File: src/rtl/universal_shift_register.sv
// -----------------------------------------------------------------------------
// universal_shift_register
//
// n-bit universal shift register with hold, shift right, shift left and
// parallel load. A shift counter tracks how many shifts have happened since
// the last load (or since the last completed word). word_done pulses for
// exactly one cycle when the n-th shift of a word lands.
//
// Optional feature (compile-time macro):
//   USR_ROTATE_EN : when defined, rot=1 in a shift mode recirculates the
//                   outgoing bit instead of taking SI_R / SI_L. When undefined,
//                   rot is accepted but has no effect.
//
// Parameters:
//   n         register width in bits (n >= 2)
//
// Ports:
//   clk       rising-edge clock
//   reset_n   asynchronous active-low reset (Q, bit_cnt, word_done -> 0)
//   en        clock enable; 0 freezes all state (word_done drops to 0)
//   mode      00 hold, 01 shift right, 10 shift left, 11 parallel load
//   rot       rotate request for shift modes (see USR_ROTATE_EN)
//   SI_R      serial in, enters bit n-1 on a right shift
//   SI_L      serial in, enters bit 0 on a left shift
//   D         parallel load data
//   Q         register contents
//   SO_R      right serial out (Q[0])
//   SO_L      left serial out (Q[n-1])
//   bit_cnt   shifts completed in the current word, 0..n-1
//   word_done one-cycle pulse, aligned with Q, after the n-th shift of a word
// -----------------------------------------------------------------------------
module universal_shift_register #(
    parameter int n = 8
) (
    input  logic                      clk,
    input  logic                      reset_n,
    input  logic                      en,
    input  logic [1:0]                mode,
    input  logic                      rot,
    input  logic                      SI_R,
    input  logic                      SI_L,
    input  logic [n-1:0]              D,
    output logic [n-1:0]              Q,
    output logic                      SO_R,
    output logic                      SO_L,
    output logic [$clog2(n+1)-1:0]    bit_cnt,
    output logic                      word_done
);

    localparam int CW = $clog2(n+1);

    localparam logic [1:0] MODE_HOLD = 2'b00;
    localparam logic [1:0] MODE_SHR  = 2'b01;
    localparam logic [1:0] MODE_SHL  = 2'b10;
    localparam logic [1:0] MODE_LOAD = 2'b11;

    logic in_r;
    logic in_l;
    logic shift;
    logic last_bit;

    // Serial input selection; rotation feeds the bit falling off the far end
    // back in, so the word recirculates unchanged after n shifts.
    always_comb begin
        in_r = SI_R;
        in_l = SI_L;
`ifdef USR_ROTATE_EN
        if (rot) begin
            in_r = Q[0];
            in_l = Q[n-1];
        end
`endif
    end

`ifndef USR_ROTATE_EN
    // rot is part of the interface in every build but only consumed when
    // rotation is compiled in.
    logic rot_unused;
    assign rot_unused = rot;
`endif

    assign shift    = en && ((mode == MODE_SHR) || (mode == MODE_SHL));
    assign last_bit = (bit_cnt == CW'(n-1));

    always_ff @(posedge clk or negedge reset_n) begin
        if (!reset_n) begin
            Q         <= '0;
            bit_cnt   <= '0;
            word_done <= 1'b0;
        end else begin
            // word_done is a single-edge pulse: cleared on every edge unless
            // this edge completes a word.
            word_done <= 1'b0;
            if (en) begin
                case (mode)
                    MODE_SHR:  Q <= {in_r, Q[n-1:1]};
                    MODE_SHL:  Q <= {Q[n-2:0], in_l};
                    MODE_LOAD: Q <= D;
                    default:   Q <= Q;
                endcase

                if (mode == MODE_LOAD) begin
                    bit_cnt <= '0;
                end else if (shift) begin
                    // Direction does not matter for counting; the n-th
                    // shift wraps the count and flags the completed word.
                    if (last_bit) begin
                        bit_cnt   <= '0;
                        word_done <= 1'b1;
                    end else begin
                        bit_cnt <= bit_cnt + CW'(1);
                    end
                end
            end
        end
    end

    assign SO_R = Q[0];
    assign SO_L = Q[n-1];

    // MODE_HOLD is the implicit default of the case above.
    logic [1:0] mode_hold_unused;
    assign mode_hold_unused = MODE_HOLD;

endmodule
File: config.mk
export PLATFORM = sky130hd
export DESIGN_NAME = universal_shift_register
export DESIGN_NICKNAME = d
export VERILOG_FILES = /design/src/rtl/universal_shift_register.sv
export SDC_FILE = /design/constraint.sdc
export NUM_CORES = 1
export LEC_CHECK = 0
export BUFFER_PORTS_ARGS = -buffer_cell sky130_fd_sc_hd__buf_2
export CELL_PAD_IN_SITES_DETAIL_PLACEMENT = 2
export CELL_PAD_IN_SITES_GLOBAL_PLACEMENT = 2
export CORE_ASPECT_RATIO = 1.5
export CORE_MARGIN = 2
export CORE_UTILIZATION = 24
export CTS_CLUSTER_DIAMETER = 120
export DETAILED_ROUTE_END_ITERATION = 10
export GPL_ROUTABILITY_DRIVEN = 0
export PLACE_DENSITY_LB_ADDON = 0.1
export SLEW_MARGIN = 25
export SYNTH_ARGS = -nofsm -noshare
export SYNTH_HDL_FRONTEND = slang
export SYNTH_SLANG_ARGS = --single-unit
File: constraint.sdc
create_clock -name clk -period 1.05 [get_ports clk]
set_input_delay 0.105 -clock clk [delete_from_list [all_inputs] [get_ports clk]]
set_output_delay 0.105 -clock clk [all_outputs]
set_load 0.005 [all_outputs]
==> flow_metrics.py <==
metrics = {
    "outcome": {
        "outcome": "finished, final reports clean",
    },
    "placement": {
        "portBuffers": 29,
        "place_hpwl_um": 1890,
        "place_inst": 153,
    },
    "layout": {
        "fill_cells": 364,
        "diodes": 0,
        "layout-drive-gt1-share_pct": 46.2,
        "layout.nets": 140,
        "area_delta_synth_final_pct": 44.6,
        "finalNonFillerCells": 158,
    },
    "power_and_ir_drop": {
        "max-vdd-ir-drop_mv": 0.832,
        "p_leak_nw": 0.538,
        "power_density_nw_per_um2": 1670,
    },
    "critical_path": {
        "crit_path_max_fanout": 3,
        "r2r_cells": 4,
        "reg2reg_to": "word_done",
        "required_ns": 1.22,
        "worstSetupPathType": "register to register",
        "worstPathArrival_ns": 1.21,
        "worst_setup_path_end_kind": "register",
        "r2r_setup_slack_ns": 0.005,
        "r2r_start": "bit_cnt[1]",
        "cp-start-kind": "register",
    },
    "route": {
        "wl_um": 2370,
        "dr.first_iter.drc_count": 7,
        "drtAntennaViolNets": 0,
        "viasPerCell": 4.84,
        "vias": 764,
        "remaining_drc_errors": 0,
        "wl_per_cell_um": 15.0,
        "dr.pass1.iters": 3,
    },
    "die": {
        "rows": 24,
        "die_area_um2": 3590,
        "core_um2": 2940,
        "ios": 31,
        "fp.dieH_um": 72.4,
        "die-width_um": 49.6,
        "start_util_pct": 25.4,
    },
    "logic_synthesis": {
        "ys_async_sr_fraction_pct": 100,
        "synth_top_area_share_pct": 43.5,
        "ys_ff_latch": 13,
        "synth_cell_types": 22,
        "ys.flop_type": "dfrtp_1",
        "yosysTopAreaCell": "dfrtp_1",
        "synthCells": 79,
        "yosys-top-cells-area": "dfrtp_1 (43%), a22o_1 (9.4%), ha_1 (6.7%)",
        "ys_seq_area_share_pct": 43.5,
        "synth_edf_count": 0,
        "syn-num-nets": 99,
        "synth_common_cells": "dfrtp_1 (13), nand2_1 (13), o21ai_1 (10)",
        "synth_area_um2": 748,
        "syn_avg_cell_area_um2": 9.47,
        "yosys_warnings": 0,
    },
    "global_routing": {
        "first_global_vias": 843,
        "grt_max_degree": 17,
        "grtUsageTotal_pct": 15.1,
        "grt_pass1_wl_um": 4100,
        "antenna_found_initial": 0,
        "overflow": 0,
    },
    "sta": {
        "relSlewSlack_pct": 77.8,
        "hold_slack_ns": 0.139,
        "clock.fmax_mhz": 957,
        "hold_viol_final": 0,
        "skew_ns": 0.000379,
        "worstMarginPinSlew_ns": 0.333,
        "finalMaxSlewViolations": 0,
        "final.period_utilization_pct": 99.5,
        "setup_violations": 0,
        "rsz0062_at_grt": "true",
        "period_minus_slack_ns": 1.04,
    },
    "job": {
        "drv_cap": 0,
    },
    "clock_network": {
        "clk_path_buf_depth": 2,
        "cts.sinks": 13,
        "tritoncts": "yes",
        "htreeDepth": 1,
        "cts_inserted_buffers": 3,
        "root_buffer": "clkbuf_8",
        "path_clk_slew_ns": 0.06,
        "clkLatencyLatePin_ns": 0.24,
    },
    "min_path": {
        "worstHoldStart": "SI_R",
        "hold_end": "Q[7]",
        "hold-path-cell-count": 3,
        "hp-class": "input pin to register",
    },
}
[worst max-delay path, stage by stage, from the launching register on]
cell	delay, ns
dfrtp_1	0.40
ha_2	0.21
nand3b_1	0.11
buf_4	0.16
nor3_2	0.08
[logic make-up (layout without fill, tap and decap cells)]
group           after synthesis  in the layout  synth area share [%]
simple gates                 22             22                  15.1
fa+ha+maj                     4              4                  6.69
buf+inv                       8             48                  6.69
flops                        13             13                  43.5
compound gates               32             32                  28.1
[power breakdown]
part	switching, mW	internal, mW
Sequential	0.104	0.603
Combinational	0.291	0.349
Clock	0.190	0.268
Total	0.586	1.22
[stage by stage]
step / total power [mW] / worst slack [ns] / setup TNS, ns / utilization, % / area, um2
final: 1.81 / 0.00535 / 0 / 36.8 / 1080
after global routing: 1.95 / -0.0601 / -0.175 / 36.8 / 1080
after CTS: 1.82 / -0.00890 / -0.00890 / 36.1 / 1060
after detailed placement: 1.33 / -0.156 / -1.45 / 33.9 / 998
after global placement: 1.30 / -0.124 / -1.09 / 33.9 / 998
after floorplan: 0.969 / 0.0196 / 0 / - / 748
[cell type report]
type	count	area, um2	area share, %
Timing Repair Buffer	41	254	23.5
Inverter	3	11.3	1.04
Multi-Input combinational cell	58	398	36.8
Tap cell	39	48.8	4.51
Clock buffer	4	45.0	4.16
Sequential cell	13	325	30.1
[state kept, by name, indices dropped and copies added (netlist names)]
signal,flops
Q,8
bit_cnt,4
word_done,1
[worst max-delay path by stage]
stage | from | slack (ns) | cells after the start | end
5_1_grt | bit_cnt[1] | -0.06 | 4 | word_done
4_1_cts | bit_cnt[1] | -0.009 | 4 | bit_cnt[3]
3_5_place_dp | mode[0] | -0.16 | 6 | Q[5]
6_report | bit_cnt[1] | 0.005 | 4 | word_done
2_1_floorplan | bit_cnt[0] | 0.02 | 4 | bit_cnt[3]
3_3_place_gp | mode[0] | -0.12 | 6 | Q[3]
[placed cells by master, fill, tap and decap left out, types with 2 or more instances in the layout]
| master | synthesis | final |
|---|---|---|
| buf_2 | 1 | 29 |
| dfrtp_1 | 13 | 13 |
| nand2_1 | 13 | 12 |
| o21ai_1 | 10 | 10 |
| buf_4 | 3 | 9 |
| a22o_1 | 8 | 8 |
| a21oi_1 | 9 | 7 |
| inv_1 | 3 | 3 |
| clkbuf_8 | 0 | 3 |
| o21ai_2 | 2 | 2 |
| a21oi_2 | 0 | 2 |
| ha_2 | 0 | 2 |
| ha_1 | 4 | 2 |
[per-layer routing]
layer  GRT usage [%]  vias to the layer above  part of all wire, %
met5               0                        -                    0
met4            6.48                        0                  1.0
met3            2.88                        2                  4.3
met2            28.9                       18                   58
met1            15.5                      382                   36
li1                -                      362                    -
[what timing repair did]
item / CTS / global route
gates resized for setup: 2 / 6
endpoints found under the hold margin: 13 / 0
pin swaps: 0 / 4
buffers inserted: 0 / 0
hold buffers: 1 / 0
setup endpoints to repair: 3 / 8
Note: power is estimated with default switching activity, not from simulation.
